### config.mk
export PLATFORM = sky130hd
export DESIGN_NAME = ps2_dir_decoder
export DESIGN_NICKNAME = d
export VERILOG_FILES = /design/src/rtl/snake_pkg.sv /design/src/rtl/ps2_sync_edge.sv /design/src/rtl/ps2_dir_decoder.sv
export SDC_FILE = /design/constraint.sdc
export NUM_CORES = 1
export LEC_CHECK = 0
export ABC_AREA = 1
export BUFFER_PORTS_ARGS = -buffer_cell sky130_fd_sc_hd__buf_2
export CAP_MARGIN = 40
export CORE_ASPECT_RATIO = 0.75
export CORE_MARGIN = 8
export CORE_UTILIZATION = 40
export CTS_CLUSTER_DIAMETER = 200
export CTS_CLUSTER_SIZE = 24
export DETAILED_ROUTE_END_ITERATION = 7
export PLACE_DENSITY_LB_ADDON = 0.3
export SLEW_MARGIN = 20
export SYNTH_ARGS = -nofsm -noshare
export SYNTH_HDL_FRONTEND = slang
export SYNTH_SLANG_ARGS = --single-unit
### constraint.sdc
create_clock -name CLK -period 2.3 [get_ports CLK]
set_input_delay 0.23 -clock CLK [delete_from_list [all_inputs] [get_ports CLK]]
set_output_delay 0.23 -clock CLK [all_outputs]
set_load 0.01 [all_outputs]
### src/rtl/snake_pkg.sv
// snake_pkg: direction encodings, PS/2 scan codes and the key-to-direction map
package snake_pkg;
  localparam logic [2:0] DIR_UP    = 3'b000;
  localparam logic [2:0] DIR_LEFT  = 3'b001;
  localparam logic [2:0] DIR_DOWN  = 3'b010;
  localparam logic [2:0] DIR_RIGHT = 3'b011;
  localparam logic [2:0] DIR_NONE  = 3'b111;
  localparam logic [7:0] SC_E0    = 8'hE0;
  localparam logic [7:0] SC_F0    = 8'hF0;
  localparam logic [7:0] SC_W     = 8'h1D;
  localparam logic [7:0] SC_A     = 8'h1C;
  localparam logic [7:0] SC_S     = 8'h1B;
  localparam logic [7:0] SC_D     = 8'h23;
  localparam logic [7:0] SC_UP    = 8'h75;
  localparam logic [7:0] SC_LEFT  = 8'h6B;
  localparam logic [7:0] SC_DOWN  = 8'h72;
  localparam logic [7:0] SC_RIGHT = 8'h74;
  function automatic logic [2:0] dir_map(input logic [7:0] code, input logic ext);
    return ext ? (code == SC_UP   ? DIR_UP   : code == SC_LEFT ? DIR_LEFT :
                  code == SC_DOWN ? DIR_DOWN : code == SC_RIGHT ? DIR_RIGHT : DIR_NONE)
               : (code == SC_W ? DIR_UP   : code == SC_A ? DIR_LEFT :
                  code == SC_S ? DIR_DOWN : code == SC_D ? DIR_RIGHT : DIR_NONE);
  endfunction
endpackage

### src/rtl/ps2_sync_edge.sv
// ps2_sync_edge: synchronises the PS/2 pins and flags falling edges of the keyboard clock
module ps2_sync_edge #(
  parameter int SYNC_STAGES = 2
) (
  input  logic CLK,
  input  logic reset,
  input  logic PS2_CLK,
  input  logic PS2_DAT,
  output logic sync_dat,
  output logic fall
);
  logic [SYNC_STAGES-1:0] clk_sh, dat_sh;
  logic prev_clk;
  assign sync_dat = dat_sh[SYNC_STAGES-1];
  assign fall = prev_clk & ~clk_sh[SYNC_STAGES-1];
  // shift pins through the synchroniser, idle-high out of reset
  always_ff @(posedge CLK) begin
    if (reset) begin
      clk_sh <= '1;
      dat_sh <= '1;
      prev_clk <= 1'b1;
    end else begin
      clk_sh <= {clk_sh[SYNC_STAGES-2:0], PS2_CLK};
      dat_sh <= {dat_sh[SYNC_STAGES-2:0], PS2_DAT};
      prev_clk <= clk_sh[SYNC_STAGES-1];
    end
  end
endmodule

### src/rtl/ps2_dir_decoder.sv
// ps2_dir_decoder: PS/2 frame receiver with E0/F0 prefix tracking and snake direction map
module ps2_dir_decoder
  import snake_pkg::*;
#(
  parameter int TIMEOUT_CYC = 100000,
  parameter int SYNC_STAGES = 2
) (
  input  logic       CLK,
  input  logic       reset,
  input  logic       PS2_CLK,
  input  logic       PS2_DAT,
  output logic [2:0] dir,
  output logic       dir_strobe,
  output logic [7:0] key_code,
  output logic       key_ext,
  output logic       key_break,
  output logic       key_valid,
  output logic       frame_err
);
  localparam int TW = $clog2(TIMEOUT_CYC);
  localparam logic [1:0] IDLE  = 2'd0;
  localparam logic [1:0] RECV  = 2'd1;
  localparam logic [1:0] CHECK = 2'd2;
  logic sync_dat, fall, ext, brk, timeout, frame_ok;
  logic [1:0] state;
  logic [3:0] bit_cnt;
  logic [9:0] sh;
  logic [TW-1:0] idle_cnt;
  logic [2:0] map_dir;
  ps2_sync_edge #(.SYNC_STAGES(SYNC_STAGES)) u_sync (
    .CLK(CLK),
    .reset(reset),
    .PS2_CLK(PS2_CLK),
    .PS2_DAT(PS2_DAT),
    .sync_dat(sync_dat),
    .fall(fall)
  );
  assign timeout = idle_cnt == TW'(TIMEOUT_CYC - 1);
  assign frame_ok = (^sh[8:0]) & sh[9];
  assign map_dir = dir_map(sh[7:0], ext);
  // receive FSM: start bit, 8 data + parity + stop shifted in LSB first, then one check cycle
  always_ff @(posedge CLK) begin
    if (reset) begin
      state <= IDLE;
      bit_cnt <= '0;
      sh <= '0;
      idle_cnt <= '0;
      ext <= 1'b0;
      brk <= 1'b0;
      dir <= DIR_NONE;
      dir_strobe <= 1'b0;
      key_code <= '0;
      key_ext <= 1'b0;
      key_break <= 1'b0;
      key_valid <= 1'b0;
      frame_err <= 1'b0;
    end else begin
      dir_strobe <= 1'b0;
      key_valid <= 1'b0;
      frame_err <= 1'b0;
      if (state == IDLE) begin
        idle_cnt <= '0;
        if (fall && sync_dat) frame_err <= 1'b1;
        else if (fall) begin
          bit_cnt <= '0;
          state <= RECV;
        end
      end else if (state == RECV) begin
        if (timeout) begin
          frame_err <= 1'b1;
          state <= IDLE;
        end else if (fall) begin
          idle_cnt <= '0;
          sh <= {sync_dat, sh[9:1]};
          bit_cnt <= bit_cnt + 4'd1;
          state <= bit_cnt == 4'd9 ? CHECK : RECV;
        end else idle_cnt <= idle_cnt + TW'(1);
      end else begin
        state <= IDLE;
        if (!frame_ok) frame_err <= 1'b1;
        else if (sh[7:0] == SC_E0) ext <= 1'b1;
        else if (sh[7:0] == SC_F0) brk <= 1'b1;
        else begin
          key_code <= sh[7:0];
          key_ext <= ext;
          key_break <= brk;
          key_valid <= 1'b1;
          ext <= 1'b0;
          brk <= 1'b0;
          if (!brk && map_dir != DIR_NONE) begin
            dir <= map_dir;
            dir_strobe <= 1'b1;
          end
        end
      end
    end
  end
endmodule

* Word level (Yosys, flattened, before mapping) *
Index checks and enable logic that the tools add are counted.
Widths: inputs -> output; s select.

word-level totals
  bits of input ports = 4
  flip-flop bits (word level) = 56
  word-level logic and storage cells = 97
  output and inout bits = 16

cells by class
  multiplexer cells = 33
  add/subtract/negate cells = 2
  equal/unequal tests = 20
  reduce and logical (&&, ||, !) cells = 17
  bitwise operators = 9

operator list
  cell                   count
  $eq 8x7->1 const B     4
  $mux 3                 9
  $eq 8x5->1 const B     3
  $mux 4                 6
  $add 17x1->17 const B  1
  $eq 17x17->1 const B   1
  $mux 17                1
  $eq 8x8->1 const B     2
  $mux 2                 7
  $reduce_and 4->1       3
  $mux 1                 10
  $reduce_and 5->1       2
  $reduce_xor 9->1       1
  $eq 8x6->1 const B     1
  $ne 2x2->1 const B     4
  $not 1->1              7
  $ne 3x3->1 const B     2
  $reduce_and 6->1       1
  $reduce_or 6->1        1
  $reduce_or 5->1        1
  $add 4x1->4 const B    1
  $eq 4x4->1 const B     1
  $reduce_and 3->1       1
  $and 1x1->1            2
  8 further kinds        9

* Longest topological paths before layout *
  depth in word-level cells = 9
  gate-level depth with buffers = 13
  gate-level depth less buffers = 13

* By module *
Synthesis repeated with hierarchy kept, for this count alone.

unflattened totals
  cells, all modules = 421
  area, all modules = 2964.1 µm²

by module, submodules not included
  module           instances  area an instance (µm²)  seq. area each (µm²)  cells an instance
  ps2_dir_decoder  1          2815.2                  1021.0                403
  ps2_sync_edge    1          148.9                   100.1                 18

* Least setup slack after synthesis *
No wires, ideal clock.

  kind = register to register
  start point = register sh[6]
  end point = register key_code[0]
  stages on the path, launching flop included = 14
  data arrival time = 1556 ps
  path buffers = 1
  slack = 611 ps
  setup time = 132 ps
  data required time = 2168 ps
  period minus slack after synthesis = 1689 ps
  cells stage by stage = dfxtp_1 -> inv_1 -> ha_1 -> inv_1 -> nand2_1 -> nand2_1 -> nand2_1 -> nand2_1 -> nand2_1 -> nand2_1 -> nand3_1 -> buf_2 -> nand2_1 -> a21oi_1

on the way
  cells in the longest elaborated chain, start to end = 3
  elaborated cells between the ends (all ways) = 7
  classes of those cells = eq/ne: 2; bitwise: 3; reduce/logical: 2

ends and longest elaborated chain
  what                                            RTL line               RTL
  start: declaration                              ps2_dir_decoder.sv:27  logic [9:0] sh;
  start signal: assignment                        ps2_dir_decoder.sv:74  sh <= {sync_dat, sh[9:1]};
  $reduce_xor 9->1, or another cell as far along  ps2_dir_decoder.sv:39  assign frame_ok = (^sh[8:0]) & sh[9];
  $and 1x1->1 or $not 1->1 (tied branches)        --
  $reduce_and 5->1 (no line) (*)                  --
  end signal: assignment                          ps2_dir_decoder.sv:84  key_code <= sh[7:0];
  end: declaration                                ps2_dir_decoder.sv:14  output logic [7:0] key_code,

Mark *: on every way between the ends. The rest lies on a longest branch, timed or not.
A chain may end at the register's enable or synchronous reset.

* Worst setup path after layout *
  start point = register sh[7]
  end point = register key_code[0]

The elaborated chain is that of the path after synthesis.

==> run_results.csv <==
group,metric,value,unit
grt,grt_pass1_wl,11.1,mm
placed_design,dp_hpwl,4.90,mm
layout,nets,478,
worst_setup_path,reg2reg_to,"key_code[0]",
worst_setup_path,critPathKind,"flip-flop to flip-flop",
sta,finalHoldViolCount,0,
sta,maxSlewViolCount,0,
sta,setup_tns,0,ps
logic_synthesis,synth_flop_cell,"dfxtp_1",
route,viasPerCell,4.78,
status,outcome,"finished clean",
worst_setup_path,worstPathRequired,2540,ps
clock_tree,postCtsHoldBufs,0,
logic_synthesis,ys_seq_elements,56,
clock_tree,clock_latency,320,ps
logic_synthesis,synth_cell_types,28,
worst_setup_path,max_stage_delay,440,ps
layout,antennaDiodeCount,0,
clock_tree,cts-htree-levels,2,
clock_tree,clkSinkCount,56,
route,routed_wl,6.56,mm
clock_tree,cts_tree,"done",
logic_synthesis,syn_avg_cell_area,6.80,um2
worst_setup_path,end_kind,"flip-flop",
sta,rsz0062_at_grt,"false",
grt,grt_start_max_net_pins,23,
worst_setup_path,cp.arrival,2190,ps
worst_setup_path,cp-start-kind,"flip-flop",
route,antenna_left,0,
worst_setup_path,critPathMaxFanout,8,
route,vias,2674,
logic_synthesis,syn_area,2960,um2
layout,drive_gt1_frac,0.111,
sta,fmax,513,MHz
grt,grt_util_all_layers,0.128,
die,die_w,115,um
grt,grt-ovfl-total,0,
clock_tree,cts_buffer_depth,2,
worst_setup_path,reg2reg_from,"sh[7]",
sta,layout_min_cycle_time,1950,ps
route,dr.pass1.iters,4,
pwr,ir_worst_vdd,0.394,mV
worst_setup_path,cp_num_buf_inv,3,
clock_tree,clkTransAtPathRegs,110,ps
min_path,hp-class,"primary input to flip-flop",
worst_setup_path,reg2reg_depth,13,
min_path,hp-start,"PS2_DAT",
die,die-area,10400,um2
die,die_height,90.5,um
flow_run,cap_violations,0,
logic_synthesis,synth_top_cell_by_area,"dfxtp_1",
logic_synthesis,yosysSeqAreaShare,0.379,
placed_design,placed_area,3160,um2
logic_synthesis,synth.area.top_cells,"dfxtp_1 38%, nand2_1 16%, nand3_1 7.3%, ha_1 7.2%, nor2_1 6.3%",
grt,antenna_found_initial,0,
pwr,p_per_area,510,nW/um2
min_path,holdPathEnd,"u_sync.dat_sh[0]",
layout,nFillCells,757,
route,drc,0,
worst_setup_path,cp_slowest_cell,"dfxtp_1",
logic_synthesis,yosys_warnings,0,
clock_tree,clockRootBuffer,"clkbuf_8",
route,wire_per_inst,11.7,um
pwr,total_leakage_power,1.26,nW
die,start_util,0.407,
placed_design,gp_congestion,0.848,
sta,slew-limit-headroom,0.608,
logic_synthesis,synth_cells,435,
logic_synthesis,async_reset_ff_frac,0,
sta,worst_slew_pin_slew,584,ps
logic_synthesis,synth_nets,456,
worst_setup_path,path_cells,"inv_1 > ha_1 > inv_1 > nand2_1 > nand2_1 > nand2_1 > nand2_1 > nand2_1 > nand3_1 > nor2_4 > buf_4 > nand2_1 > a21oi_1",
die,design.portCount,20,
route,drtIter0Drc,113,
min_path,min_path_cells,2,
worst_setup_path,cp_common_cell,"nand2_1",
sta,period_share,0.847,
placed_design,portBuffers,19,
die,core-area,7260,um2
die,rows,27,
worst_setup_path,cp_top_family,"simple AND/OR/NAND/NOR gates",
clock_tree,cts_buffers,5,
worst_setup_path,crit_start,"sh[7]",
layout,final_area,3280,um2
sta,finalSetupViolCount,0,
worst_setup_path,r2r_setup_slack,350,ps
layout,final_common_cell,"nand2_1",
grt,grt_pass1_vias,2344,
layout,area_growth,11.0,%
logic_synthesis,yosysTopAreaCellShare,0.379,
logic_synthesis,synth_edf_count,0,
layout,final_cell_mix,"125 x nand2_1, 56 x dfxtp_1, 50 x nor2_1",
sta,fin_skew,16.9,ps
-- worst reg2reg max path: stages (launching register included) --
cell and delay (ps):
dfxtp_1 440, inv_1 100, ha_1 320, inv_1 60, nand2_1 80, nand2_1 50
nand2_1 70, nand2_1 50, nand2_1 50, nand3_1 110, nor2_4 190, buf_4 190
nand2_1 60, a21oi_1 110
-- cell type report --
| class | instances | area [um2] | share of cell area |
|---|---|---|---|
| Tap cell | 101 | 126 | 0.0385 |
| Inverter | 47 | 176 | 0.0537 |
| Timing Repair Buffer | 27 | 155 | 0.0473 |
| Multi-Input combinational cell | 320 | 1590 | 0.485 |
| Sequential cell | 56 | 1120 | 0.341 |
| Clock buffer | 6 | 72.6 | 0.0221 |
| Clock inverter | 2 | 38.8 | 0.0118 |
-- per-stage QoR --
| stage | worst slack [ps] | power [mW] | hold slack, ps | instances | util |
|---|---|---|---|---|---|
| 2_1_floorplan | 611 | 1.02 | 334 | 435 | - |
| 3_3_place_gp | 359 | 1.03 | 396 | 551 | 0.435 |
| 3_5_place_dp | 260 | 1.03 | 397 | 551 | 0.435 |
| 4_1_cts | 231 | 1.69 | 86.9 | 559 | 0.451 |
| 5_1_grt | 73.5 | 1.73 | 80.4 | 559 | 0.452 |
| 6_report | 351 | 1.67 | 96.0 | 559 | 0.452 |
-- cell usage after synthesis (3+ instances only) --
cell and count:
nor2_1 50, nor2_2 5, o21ai_0 7, buf_6 3
clkbuf_1 4, nand3_1 43, ha_1 17, a21oi_1 37
xor2_1 4, nand4_1 13, dfxtp_1 56, or2_2 4
nand2_2 4, inv_1 46, nand2_1 125
-- how the worst max path moves through the flow --
stage | depth (start not counted) | endpoint
floorplan | 13 | key_code[0]
global placement | 12 | key_code[5]
detailed placement | 12 | key_code[5]
CTS | 12 | key_ext
global route | 13 | key_code[0]
finish | 13 | key_code[0]
-- state kept, by name, summed over array words and instances, names as in the netlist, 2 cells and up --
signal,count
idle_cnt,17
sh,10
key_code,8
bit_cnt,4
dir,3
state,2
u_sync.clk_sh,2
u_sync.dat_sh,2
-- power breakdown --
group / internal [mW] / switching (mW)
clock network: 0.330 / 0.335
logic: 0.00893 / 0.0251
registers: 0.974 / 0.00181
total: 1.31 / 0.362
-- layer usage --
metal / wire length (um) / GRT usage / vias up
met5: 0 / 0 / -
met4: 53 / 0.0327 / 0
met3: 288 / 0.0247 / 4
met2: 2700 / 0.184 / 44
met1: 3520 / 0.188 / 1197
li1: - / - / 1429
-- logic make-up (layout without fill, tap and decap cells) --
kind of cell	Yosys count	after routing	synth area share
and+or+nand+nor	248	248	0.360
buffers and inverters	59	82	0.0859
DFF	56	56	0.379
AOI/OAI and AO/OA	50	50	0.0884
xor gates and xnor gates	5	5	0.0148
adders and majority gates	17	17	0.0719
-- timing repair --
item / 4_1_cts / 5_1_grt
buffers inserted: 0 / 0
endpoints found under the setup margin: 0 / 6
gates resized for setup: 0 / 2
No activity file was read; power rests on OpenSTA's default activity.
